==> config.mk <==
export PLATFORM = sky130hd
export DESIGN_NAME = reset_sequencer
export DESIGN_NICKNAME = d
export VERILOG_FILES = /design/src/rtl/reset_sequencer.sv
export SDC_FILE = /design/constraint.sdc
export NUM_CORES = 1
export LEC_CHECK = 0
export ABC_AREA = 1
export CELL_PAD_IN_SITES_DETAIL_PLACEMENT = 1
export CELL_PAD_IN_SITES_GLOBAL_PLACEMENT = 1
export CORE_AREA = 3 3 52 54
export CTS_CLUSTER_SIZE = 40
export DETAILED_ROUTE_END_ITERATION = 8
export DIE_AREA = 0 0 55 57
export MAX_ROUTING_LAYER = met4
export PLACE_DENSITY_LB_ADDON = 0.1
export SYNTH_ARGS = -nofsm -noshare
export SYNTH_HDL_FRONTEND = slang
export SYNTH_SLANG_ARGS = --single-unit
==> constraint.sdc <==
create_clock -name clk -period 1.5 [get_ports clk]
set_input_delay 0.3 -clock clk [delete_from_list [all_inputs] [get_ports clk]]
set_output_delay 0.3 -clock clk [all_outputs]
set_load 0.1 [all_outputs]
==> src/rtl/reset_sequencer.sv <==
// Ordered release of peripheral, memory and CPU reset domains,
// with a CPU-requested soft reset that re-sequences memory and core.
module reset_sequencer #(
    parameter int STRETCH_CYCLES = 16,
    parameter int STAGE_GAP      = 4
) (
    input  logic       clk,
    input  logic       rst,
    input  logic       soft_rst_req,
    input  logic       mem_init_done,
    output logic       periph_rst,
    output logic       mem_rst,
    output logic       cpu_rst,
    output logic       rst_done,
    output logic [1:0] rst_cause
);

    localparam int MAX_COUNT = (STRETCH_CYCLES > STAGE_GAP) ?
                               STRETCH_CYCLES : STAGE_GAP;
    localparam int CW = $clog2(MAX_COUNT + 1);

    localparam logic [CW-1:0] STRETCH_LAST = CW'(STRETCH_CYCLES - 1);
    localparam logic [CW-1:0] GAP_LAST     = CW'(STAGE_GAP - 1);
    localparam logic [CW-1:0] ONE          = CW'(1);

    localparam logic [1:0] CAUSE_EXT  = 2'b01;
    localparam logic [1:0] CAUSE_SOFT = 2'b10;

    typedef enum logic [2:0] {
        HOLD,
        STRETCH,
        PGAP,
        WAIT_MEM,
        RUN,
        SOFT
    } state_t;

    state_t          state;
    logic [CW-1:0]   count;

    // Sequencer: state, shared stage counter and all registered outputs
    always_ff @(posedge clk) begin
        if (rst) begin
            state      <= HOLD;
            count      <= '0;
            periph_rst <= 1'b1;
            mem_rst    <= 1'b1;
            cpu_rst    <= 1'b1;
            rst_done   <= 1'b0;
            rst_cause  <= CAUSE_EXT;
        end else begin
            case (state)
                HOLD: begin
                    state <= STRETCH;
                    count <= '0;
                end
                STRETCH: begin
                    if (count == STRETCH_LAST) begin
                        state      <= PGAP;
                        count      <= '0;
                        periph_rst <= 1'b0;
                    end else begin
                        count <= count + ONE;
                    end
                end
                PGAP: begin
                    if (count == GAP_LAST) begin
                        state   <= WAIT_MEM;
                        count   <= '0;
                        mem_rst <= 1'b0;
                    end else begin
                        count <= count + ONE;
                    end
                end
                WAIT_MEM: begin
                    if (mem_init_done) begin
                        state    <= RUN;
                        count    <= '0;
                        cpu_rst  <= 1'b0;
                        rst_done <= 1'b1;
                    end
                end
                RUN: begin
                    if (soft_rst_req) begin
                        state     <= SOFT;
                        count     <= '0;
                        mem_rst   <= 1'b1;
                        cpu_rst   <= 1'b1;
                        rst_done  <= 1'b0;
                        rst_cause <= CAUSE_SOFT;
                    end
                end
                SOFT: begin
                    if (count == GAP_LAST) begin
                        state   <= WAIT_MEM;
                        count   <= '0;
                        mem_rst <= 1'b0;
                    end else begin
                        count <= count + ONE;
                    end
                end
                default: begin
                    state      <= HOLD;
                    count      <= '0;
                    periph_rst <= 1'b1;
                    mem_rst    <= 1'b1;
                    cpu_rst    <= 1'b1;
                    rst_done   <= 1'b0;
                    rst_cause  <= CAUSE_EXT;
                end
            endcase
        end
    end

endmodule

==> impl_results.md, run 1 <==
- Hold crit path type: reg2reg
- GR Layer Usage met3: 0.0627
- Fin nets: 147
- Req. time, crit path: 1.68 ns
- Initial core utilization: 0.373
- Number of synthesized flops with an enable pin: 0
- Filler Cells Inserted: 280
- I/O Pins: 10
- GPL Wtd Cong: 0.874
- Grt peak-use layer: met2
- Vias in the first global route: 790
- Sequential share of the synthesized area: 0.333
- CTS Buf Count: 3
- Port bufs: 9
- Most frequent CP cell: nand2_4
- Clock tree from TritonCTS: done
- Distinct cells, synth: 25
- Crit Path Category: reg2reg
- Crit-path max cell delay: 0.36 ns
- DR WL/cell: 13.3 um
- Synthesized area: 841 um^2
- CORE AREA: 2250 um^2
- CTS root buf: clkbuf_4
- Layout cells sized above 1: 0.348
- CTS sink cnt: 14
- Clock buffer depth: 2
- Achievable Freq: 0.692 GHz
- Cell family with most CP delay: simple AND/OR/NAND/NOR gates
- Arr. time, crit path: 1.63 ns
- Placed cells: 161
- ANT cells: 0
- Slew @ Worst Pin: 0.327 ns
- Dominant cell type by area after synthesis: dfxtp_1
- H-Tree Depth: 1
- GRT overflow: 0
- Number of vias per cell: 4.92
- Final period util: 0.964
- Total GRT Usage: 0.161
- Post-synth ARST share: 0
- Post-synth top cells: 32 x nand2_1, 14 x dfxtp_1, 14 x inv_1
- Clk_lat worst skew: 0.28 ns
- Post-route ant nets: 0
- CP Capture Type: flip-flop
- Cell count after synthesis: 120
- Slew HR: 0.780
- Die H: 57 um
- Status: complete, no violations
- Syn_area_per_cell: 7.01 um^2
- Post-layout minimum cycle time: 1.45 ns
- Area of the multi-input gates: 523 um^2
- Synth Net Count: 127
- Max cap viols: 0
- Peak VDD IR: 0.841 mV
- First-pass GRT wire length: 3560 um
- Leak: 0.000538 uW
- Pins Over Slew Limit: 0
- GRT met2 Usage: 0.248
- DR pass1 iterations: 4
- Pwr Density: 1970 nW/um^2
- Most common cell in the netlist: nand2_1
- Die area: 3140 um^2
- Largest net degree at the start of global routing: 11
- Detailed Route WL: 2210 um
- DR iter-0 viols: 11
- Crit path max fanout: 6
- Rows: 17
- Warnings, synthesis: 0
- Met1 Use GR: 0.202
- CP cell instances: ha_4 > nand2_4 > nor2_4 > ha_4 > inv_2 > nand2_4 > nand2_4 > nand2_2 > nand2_1 > nand3_1 > inv_1
- Clk_skew: 0.00282 ns
- Sequential cell area: 283 um^2
- Crit path max-delay cell type: dfxtp_2
- WP buf/inv: 2
- Initial antenna violation count: 0
- Post-synth top area share: 0.333
- Crit start category: flip-flop
- Clock-pin slew on the worst setup and hold paths: 0.09 ns
- Final setup viols: 0
- # DRC: 0
- Ys flop type: dfxtp_1
- Hold Fails Final Rpt: 0
- Synth-to-Final Area Change: 36.9%
- Synth Register Bits: 14
- Fin util: 0.511
- Hpwl dp: 1700 um
- Via count: 816
- Die width: 55 um
- Largest cells by area after synthesis: dfxtp_1 33%, nand2_1 14%, inv_1 6.3%
- Post-Layout Cell Count: 166
- Hold Slack: 0.494 ns
## worst paths after layout
kind              slack [ns]        from         end  cells after the start
setup / recovery        0.05    count[1]    count[2]                     11
hold / removal          0.49  periph_rst  periph_rst                      2
setup reg to reg        0.05    count[1]    count[2]                     11
hold reg to reg         0.49  periph_rst  periph_rst                      2
## cell usage in the layout (no fill, tap or decap), drive strengths merged
master	instances
dfxtp	14
clkinv	1
nand2	39
xor2	1
clkbuf	3
o21ai	2
ha	3
nor2	16
inv	19
nand3	12
nand4	3
buf	14
a21oi	6
a31oi	1
clkdlybuf4s50	3
o21bai	1
## worst register-to-register path, stage by stage, from the launching register on
cell and delay (ns):
dfxtp_2 0.36, ha_4 0.15, nand2_4 0.06, nor2_4 0.15
ha_4 0.15, inv_2 0.04, nand2_4 0.10, nand2_4 0.09
nand2_2 0.07, nand2_1 0.05, nand3_1 0.08, inv_1 0.05
## what timing repair did
action	CTS	global route
cloned	0	0
hold buffers	0	0
buffers inserted	0	2
gates resized for setup	3	13
pin swaps	0	5
setup endpoints to repair	4	7
## sequential cells by signal (all words and copies together), names as in the netlist
signal / cells
rst_cause: 2
periph_rst: 1
cpu_rst: 1
state: 3
mem_rst: 1
count: 5
rst_done: 1
## cell type report
| cell class | count | area share |
|---|---|---|
| clock buffers | 3 | 0.0196 |
| repair buffers | 17 | 0.183 |
| inverters | 20 | 0.0674 |
| well taps | 28 | 0.0304 |
| flip-flops and latches | 14 | 0.246 |
| multi-input cells | 84 | 0.454 |
## metrics by stage
stage / instance area, um^2 / setup slack, ns / TNS (ns) / power, uW
floorplan: 841 / 0.154 / 0 / 1550
global placement: 1050 / -0.0241 / -0.0241 / 1930
detailed placement: 1050 / -0.0169 / -0.0311 / 1960
CTS: 1080 / 0.0230 / 0 / 2200
global route: 1150 / -0.0304 / -0.0535 / 2450
finish: 1150 / 0.0544 / 0 / 2270
## power by group
| part | total [uW] | internal (uW) | switching, uW |
|---|---|---|---|
| combinational | 1440 | 539 | 903 |
| clock | 222 | 93.2 | 129 |
| sequential | 608 | 474 | 134 |
| total | 2270 | 1110 | 1170 |
## kinds of logic (layout without fill, tap and decap cells)
group	count (synthesis)	count (layout)	synth area share
AO/OA/AOI/OAI	10	10	0.0684
flip-flops	14	14	0.333
AND/OR/NAND/NOR	70	70	0.429
buffers and inverters	22	40	0.115
adder cells (fa/ha/maj)	3	3	0.0446
XOR/XNOR	1	1	0.0104
## routing by layer
metal  up-vias  wire (um)
li1        412          -
met1       392       1020
met2        10       1100
met3         2         71
met4         0         18
met5         -          0
(Power assumes the default switching activity.)
==> run 2: changes to the inputs <==
- CORE_AREA: 3 3 52 54 -> 2 2 51 53
- DIE_AREA: 0 0 55 57 -> 0 0 53 55
==> impl_results.md, run 2 (synthesis results as in run 1) <==
- CTS root buf: clkbuf_4
- I/O Pins: 10
- Fin util: 0.498
- Leak: 0.000538 uW
- Hpwl dp: 1680 um
- Synth-to-Final Area Change: 40.2%
- Hold crit path type: reg2reg
- Slew @ Worst Pin: 0.330 ns
- Cells on worst reg2reg path: 10
- Min-delay src: count[3]
- GRT overflow: 0
- # DRC: 0
- Layout cells sized above 1: 0.362
- Largest Register: count
- CTS Buf Count: 3
- Clock tree from TritonCTS: done
- Initial core utilization: 0.356
- ANT cells: 0
- Arr. time, crit path: 1.65 ns
- CORE AREA: 2360 um^2
- Via count: 829
- First-pass GRT wire length: 3900 um
- Commonest non-fill, non-tap cell in the layout: nand2_1
- Peak VDD IR: 0.851 mV
- Clock-pin slew on the worst setup and hold paths: 0.09 ns
- Crit Path Category: reg2reg
- CP cell instances: ha_4 > nand2_2 > nor2_4 > ha_4 > inv_1 > nand2_4 > buf_4 > nand4_1 > nand2_1 > nor2_2
- Total GRT Usage: 0.194
- DR iter-0 viols: 4
- Most frequent cells in the layout: 28 x nand2_1, 14 x inv_1, 11 x dfxtp_1
- Slack of the critical path: 0.0438 ns
- Crit path max-delay cell type: dfxtp_2
- Port bufs: 9
- Hold Fails Final Rpt: 0
- Rows: 18
- DR WL/cell: 13.3 um
- Die H: 55 um
- H-Tree Depth: 1
- Final setup viols: 0
- Final setup TNS: 0 ns
- CTS sink cnt: 14
- DR pass1 iterations: 3
- Clk_lat worst skew: 0.28 ns
- Hold Crit Depth: 2
- Crit-path max cell delay: 0.36 ns
- Pwr Total: 2290 uW
- Vias in the first global route: 825
- Pins Over Slew Limit: 0
- Detailed Route WL: 2280 um
- Clock buffer depth: 2
- Worst r2r src: count[1]
- Final period util: 0.971
- Slew HR: 0.778
- Post-layout minimum cycle time: 1.46 ns
- Max cap viols: 0
- Pwr Density: 1950 nW/um^2
- R2R setup slack: 0.04 ns
- Achievable Freq: 0.687 GHz
- Die area: 2920 um^2
- Filler Cells Inserted: 299
- CP Capture Type: flip-flop
- GPL Wtd Cong: 0.722
- Clk_skew: 0.00227 ns
- Largest net degree at the start of global routing: 11
- Post-route ant nets: 0
- Placement Setup Slack: -0.0428 ns
- Crit start category: flip-flop
- Fin nets: 150
- Crit path max fanout: 6
- Max reg flops: 5
- Die width: 53 um
- Initial antenna violation count: 0
- Regs by FF count: count: 5 flops, state: 3 flops, rst_cause: 2 flops
- Critical R2R Capture: state[1]
- Req. time, crit path: 1.69 ns
- Number of vias per cell: 4.85
- Most frequent CP cell: ha_4
- Hold path endpoint: count[3]
- Status: complete, no violations
==> run 2: how the worst max path moves through the flow <==
stage	startpoint	end	slack [ns]	cells after the start
5_1_grt	count[1]	state[1]	-0.03	10
3_5_place_dp	count[1]	count[2]	-0.04	11
6_report	count[1]	state[1]	0.04	10
4_1_cts	count[1]	count[2]	0.001	11
2_1_floorplan	count[0]	count[2]	0.15	11
3_3_place_gp	soft_rst_req	rst_cause[1]	-0.02	8
==> run 2: routing by layer <==
metal / part of all wire / wire [um] / vias to the layer above / global-route usage
li1: - / - / 417 / -
met1: 0.48 / 1100 / 401 / 0.242
met2: 0.48 / 1100 / 6 / 0.308
met3: 0.020 / 45 / 5 / 0.0403
met4: 0.017 / 38 / 0 / 0.0769
met5: 0 / 0 / - / -
==> run 2: stage by stage <==
stage | cell area [um^2] | cells | hold WS (ns)
3_3_place_gp | 1070 | 164 | 0.472
3_5_place_dp | 1070 | 164 | 0.497
4_1_cts | 1110 | 167 | 0.509
6_report | 1180 | 171 | 0.507
5_1_grt | 1180 | 171 | 0.537
2_1_floorplan | 841 | 120 | 0.362
==> run 2: power breakdown <==
group | leakage [uW] | switching [uW] | internal [uW] | total (uW)
Sequential | 0.000116 | 123 | 477 | 600
Clock | 0.0000138 | 132 | 93.3 | 225
Combinational | 0.000409 | 903 | 566 | 1470
==> run 2: timing repair <==
item / 4_1_cts / 5_1_grt
gates resized for setup: 3 / 11
hold buffers: 0 / 0
cloned: 0 / 0
pin swaps: 0 / 5
endpoints found under the setup margin: 4 / 8
buffers inserted: 0 / 4
==> run 2: area by class of cell <==
cell class              count  area (um^2)  share of cell area
clock buffers               3         22.5              0.0191
inverters                  20         77.6              0.0658
multi-input cells          84          512               0.434
flip-flops and latches     14          284               0.241
well taps                  30         37.5              0.0318
repair buffers             20          245               0.208
==> run 2: worst max-delay path: cells and delay by family, from the launching register on <==
kind / cells / cell delay [ns]
simple gates: 6 / 0.53
flops: 1 / 0.36
buf+inv: 2 / 0.17
fa+ha+maj: 2 / 0.29
